### src/rtl/timer_pkg.sv
// Shared definitions for the timer compare block: FSM states, register
// offsets, CTRL bit positions and the counter's data register addresses.
package timer_pkg;

  typedef enum logic [1:0] {
    IDLE   = 2'd0,
    ARMED  = 2'd1,
    RELOAD = 2'd2
  } tcmp_state_e;

  localparam logic [31:0] OFS_CMP_LO = 32'h00;
  localparam logic [31:0] OFS_CMP_HI = 32'h04;
  localparam logic [31:0] OFS_PERIOD = 32'h08;
  localparam logic [31:0] OFS_CTRL   = 32'h0C;
  localparam logic [31:0] OFS_STATUS = 32'h10;

  localparam int CTRL_EN  = 0;
  localparam int CTRL_PER = 1;
  localparam int CTRL_IE  = 2;

  // The counter's data registers; the compare block is mapped just above TDR_1.
  localparam logic [31:0] TDR_0_ADDR     = 32'h2000_0004;
  localparam logic [31:0] TDR_1_ADDR     = 32'h2000_0008;
  localparam logic [31:0] TCMP_BASE_ADDR = TDR_1_ADDR + 32'h4;

endpackage

### src/rtl/timer_cmp.sv
// 64-bit compare unit on the timer counter: raises a level interrupt when
// cnt >= cmp, with one-shot or auto-reload (periodic) operation.
module timer_cmp
  import timer_pkg::*;
#(
  parameter logic [31:0] BASE_ADDR = 32'h2000_000C,
  parameter logic [63:0] RESET_CMP = 64'hFFFF_FFFF_FFFF_FFFF
) (
  input  logic        clk,
  input  logic        rst,
  input  logic [63:0] cnt,
  input  logic [31:0] addr,
  input  logic        wr_en,
  input  logic [31:0] wdata,
  output logic [31:0] rdata,
  output logic        irq,
  output logic        hit
);

  tcmp_state_e state_q, state_d;
  logic [63:0] cmp_q, cmp_d;
  logic [31:0] shadow_q, shadow_d;
  logic [31:0] period_q, period_d;
  logic        per_q, per_d;
  logic        ie_q, ie_d;
  logic        pending_q, pending_d;
  logic        hit_q;

  logic selLo, selHi, selPeriod, selCtrl, selStatus;
  logic writeLo, writeHi, writePeriod, writeCtrl, writeStatus;
  logic stopReq, match, hitEvent;

  assign selLo     = (addr == BASE_ADDR + OFS_CMP_LO);
  assign selHi     = (addr == BASE_ADDR + OFS_CMP_HI);
  assign selPeriod = (addr == BASE_ADDR + OFS_PERIOD);
  assign selCtrl   = (addr == BASE_ADDR + OFS_CTRL);
  assign selStatus = (addr == BASE_ADDR + OFS_STATUS);

  assign writeLo     = wr_en & selLo;
  assign writeHi     = wr_en & selHi;
  assign writePeriod = wr_en & selPeriod;
  assign writeCtrl   = wr_en & selCtrl;
  assign writeStatus = wr_en & selStatus;

  assign stopReq  = writeCtrl & ~wdata[CTRL_EN];
  assign match    = (state_q == ARMED) && (cnt >= cmp_q);
  // A CMP_HI commit in the same cycle overrides the compare event entirely.
  assign hitEvent = match & ~writeHi;

  always_comb begin
    state_d = state_q;
    cmp_d   = cmp_q;
    unique case (state_q)
      IDLE: begin
        if (writeCtrl && wdata[CTRL_EN]) state_d = ARMED;
      end
      ARMED: begin
        if (stopReq) state_d = IDLE;
        else if (hitEvent) state_d = (per_q && period_q != 32'd0) ? RELOAD : IDLE;
      end
      RELOAD: begin
        if (stopReq) begin
          state_d = IDLE;
        end else begin
          state_d = ARMED;
          cmp_d   = cmp_q + {32'd0, period_q};
        end
      end
      default: state_d = IDLE;
    endcase
    if (writeHi) cmp_d = {wdata, shadow_q};
  end

  always_comb begin
    shadow_d  = writeLo ? wdata : shadow_q;
    period_d  = writePeriod ? wdata : period_q;
    per_d     = writeCtrl ? wdata[CTRL_PER] : per_q;
    ie_d      = writeCtrl ? wdata[CTRL_IE] : ie_q;
    pending_d = pending_q;
    if (writeStatus && wdata[0]) pending_d = 1'b0;
    if (hitEvent) pending_d = 1'b1;
  end

  always_ff @(posedge clk or posedge rst) begin
    if (rst) begin
      state_q   <= IDLE;
      cmp_q     <= RESET_CMP;
      shadow_q  <= '0;
      period_q  <= '0;
      per_q     <= 1'b0;
      ie_q      <= 1'b0;
      pending_q <= 1'b0;
      hit_q     <= 1'b0;
    end else begin
      state_q   <= state_d;
      cmp_q     <= cmp_d;
      shadow_q  <= shadow_d;
      period_q  <= period_d;
      per_q     <= per_d;
      ie_q      <= ie_d;
      pending_q <= pending_d;
      hit_q     <= hitEvent;
    end
  end

  always_comb begin
    rdata = '0;
    if (selLo)          rdata = cmp_q[31:0];
    else if (selHi)     rdata = cmp_q[63:32];
    else if (selPeriod) rdata = period_q;
    else if (selCtrl)   rdata = {29'd0, ie_q, per_q, state_q != IDLE};
    else if (selStatus) rdata = {31'd0, pending_q};
  end

  assign irq = pending_q & ie_q;
  assign hit = hit_q;

endmodule

### config.mk
export PLATFORM = sky130hd
export DESIGN_NAME = timer_cmp
export DESIGN_NICKNAME = d
export VERILOG_FILES = /design/src/rtl/timer_pkg.sv /design/src/rtl/timer_cmp.sv
export SDC_FILE = /design/constraint.sdc
export NUM_CORES = 1
export LEC_CHECK = 0
export ABC_AREA = 1
export CAP_MARGIN = 20
export CORE_MARGIN = 4
export CORE_UTILIZATION = 45
export DETAILED_ROUTE_END_ITERATION = 16
export MAX_ROUTING_LAYER = met4
export PLACE_DENSITY = 0.7
export SETUP_SLACK_MARGIN = 0.02
export SLEW_MARGIN = 10
export SYNTH_ARGS = -nofsm -noshare
export SYNTH_HDL_FRONTEND = slang
export SYNTH_SLANG_ARGS = --single-unit
### constraint.sdc
create_clock -name clk -period 6 [get_ports clk]
set_clock_uncertainty 0.1 [all_clocks]
set_input_delay 1.2 -clock clk [delete_from_list [all_inputs] [get_ports clk]]
set_output_delay 1.2 -clock clk [all_outputs]
set_load 0.1 [all_outputs]
==> flow_summary_export.csv <==
group,metric,value,unit
clock_network,clockBufferDepth,2,
clock_network,cts_hold_buf,0,
grt,grt_max_degree,135,
synthesis,syn_avg_cell_area,6.446,µm²
synthesis,seq_area_frac_synth,0.2790,
synthesis,async_reset_ff_frac,1.000,
pwr,p_leak,7.555,nW
setup_path,rr_endpoint,"cmp_q[62]",
floorplanning,rows,60,
synthesis,synth_edf_count,0,
sta,final.period_utilization,0.8603,
grt,grt_usage,0.3142,
grt,grt_use_met3,0.04100,
placement,dp.cells,2365,
floorplanning,start_util,0.4566,
clock_network,clk_pin_slew,0.06,ns
clock_network,numCtsBuffers,17,
floorplanning,die_w,173.4,µm
finish,drive_above_1_share,0.09144,
finish,fin_cells,2397,
hold_path,min-delay-start,"shadow_q[11]",
grt,antenna_found_initial,0,
placement,dp_hpwl,37.00,mm
placement,portBuffers,164,
detailed_routing,first_pass_iters,5,
hold_path,hold_end,"shadow_q[11]",
finish,area.sequential,3433,µm²
setup_path,critical_path.max_fanout,31,
clock_network,ctsResizeCount,0,
sta,final_hold_viol_count,0,
finish,nets,2271,
setup_path,arrival,3.86,ns
grt,grt_pass1_wl,72.22,mm
detailed_routing,drtAntennaViolNets,0,
detailed_routing,viasPerCell,5.450,
synthesis,synth_nets,2137,
finish,fillers,2670,
finish,multi_input_area,7428,µm²
grt,first_global_vias,12750,
clock_network,htreeDepth,4,
sta,fmax,193.7,MHz
synthesis,ys_seq_elements,134,
grt,use_met2,0.4911,
setup_path,end_kind,"output port",
setup_path,rr_startpoint,"cmp_q[0]",
grt,gr-total-overflow,0,
floorplanning,io_pins,165,
synthesis,yosys_most_used_dff,"dfrtp_1",
pwr,power,2.174,mW
finish,finalCoreUtilization,0.5557,
synthesis,syn-cell-area,12310,µm²
detailed_routing,wl_per_cell,19.41,µm
run_status,status,"complete, no violations",
grt,grt.busiest_layer,"met2",
hold_path,holdPathStages,2,
finish,antenna_cells,0,
detailed_routing,drc,0,
detailed_routing,drt-initial-drc-count,1166,
sta,tns,0,ns
clock_network,postCtsSetupRepairBufs,0,
setup_path,critPathLaunchType,"input pin",
detailed_routing,drt-total-wl,46.53,mm
clock_network,clockRootBuffer,"clkbuf_16",
synthesis,ys_types,46,
setup_path,required,4.70,ns
finish,layout_commonest_cell,"nand2_1",
sta,fin_crit,5.162,ns
grt,grt_use_met1,0.4231,
clock_network,cts_tree,"done",
sta,grt_setup_unrepaired,"false",
sta,setup_viol,0,
detailed_routing,vias,13060,
synthesis,syn-instance-count,1909,
synthesis,synth_warnings,0,
setup_path,r2r_setup_slack,2.92,ns
sta,tightest_slew,0.9991,ns
job,drv_cap,0,
clock_network,clock_latency,0.44,ns
clock_network,cts.sinks,134,
finish,final_cell_mix,"nand2_1, inv_1, nor2_1, clkdlybuf4s50_1, nand3_1",
setup_path,r2r_cells,18,
floorplanning,dieHeight,173.4,µm
sta,slew_violations,0,
pwr,p_per_area,145.2,nW/µm²
sta,slew_headroom,0.3318,
floorplanning,die_area,30060,µm²
finish,area_growth_syn_to_layout,21.70,%
hold_path,hp-class,"flop to flop",
pwr,ir_drop,0.1719,mV
floorplanning,coreArea,26950,µm²
placement,gp_congestion,1.012,
setup_path,worstSetupPathType,"input pin to output port",
cell usage after synthesis (5+ instances only):
| library cell | instances | area (µm²) |
|---|---|---|
| nand2_1 | 674 | 2530 |
| inv_1 | 282 | 1059 |
| nor2_1 | 149 | 559.3 |
| nand3_1 | 119 | 595.6 |
| a21oi_1 | 107 | 535.5 |
| ha_1 | 96 | 1201 |
| dfrtp_1 | 70 | 1752 |
| dfstp_2 | 64 | 1682 |
| o21ai_0 | 53 | 265.3 |
| a22oi_1 | 45 | 337.8 |
| nand4_1 | 33 | 206.5 |
| o21ai_2 | 32 | 280.3 |
| xor2_1 | 27 | 236.5 |
| nor3_1 | 25 | 125.1 |
| buf_2 | 19 | 95.09 |
| clkbuf_1 | 18 | 67.56 |
| buf_6 | 17 | 191.4 |
| o211ai_1 | 17 | 127.6 |
| nor4_1 | 10 | 62.56 |
| a21o_1 | 5 | 37.54 |
report_power, final:
group	total [mW]	internal, mW	switching, mW
registers	0.906	0.906	0.00000000983
clock network	1.07	0.617	0.454
logic	0.197	0.105	0.0918
total	2.17	1.63	0.546
final cells by class:
cell class	count	share of cell area
clock buffers	19	0.02891
clock inverters	13	0.009859
inverters	287	0.07244
multi-input cells	1431	0.4960
flip-flops and latches	134	0.2293
well taps	341	0.02849
repair buffers	172	0.1350
flip-flops by register name, indices dropped and copies added (netlist names):
name	flops
hit	1
pending_q	1
per_q	1
shadow_q	32
cmp_q	64
ie_q	1
state_q	2
period_q	32
worst max-delay path, stage by stage:
cell	delay [ns]
clkdlybuf4s50_1	0.45
or2_1	0.29
nor3_4	0.08
nand4_1	0.09
or2_1	0.60
clkinv_4	0.51
a21oi_1	0.40
buf_12	0.22
cell families after synthesis:
| group | synth area share |
|---|---|
| buf+inv | 0.1182 |
| compound gates | 0.1351 |
| fa+ha+maj | 0.09924 |
| xor+xnor | 0.01993 |
| flops | 0.2790 |
| simple gates | 0.3485 |
metal layers:
layer,share of wire,vias to the layer above,routed length [µm]
met4,0.032,0,1503
met5,0,-,0
met2,0.46,491,21220
li1,-,6393,-
met3,0.063,80,2948
met1,0.45,6100,20860
worst max path at each step:
stage | end | cells after the start | start | slack, ns
floorplan | rdata[2] | 8 | addr[1] | 0.81
global placement | rdata[18] | 8 | addr[1] | 0.94
detailed placement | rdata[25] | 8 | addr[0] | 0.86
CTS | rdata[24] | 8 | addr[0] | 0.85
global route | rdata[22] | 8 | addr[0] | 0.67
finish | rdata[23] | 8 | addr[0] | 0.84
metrics by stage:
step	area (µm²)	setup WS [ns]	hold slack [ns]
final	14980	0.8379	0.3840
after global routing	14980	0.6654	0.3991
after CTS	14980	0.8492	0.3844
after detailed placement	14400	0.8583	0.3686
after global placement	14400	0.9379	0.3659
after floorplan	12310	0.8101	0.3553
Note: power is estimated with default switching activity, not from simulation.
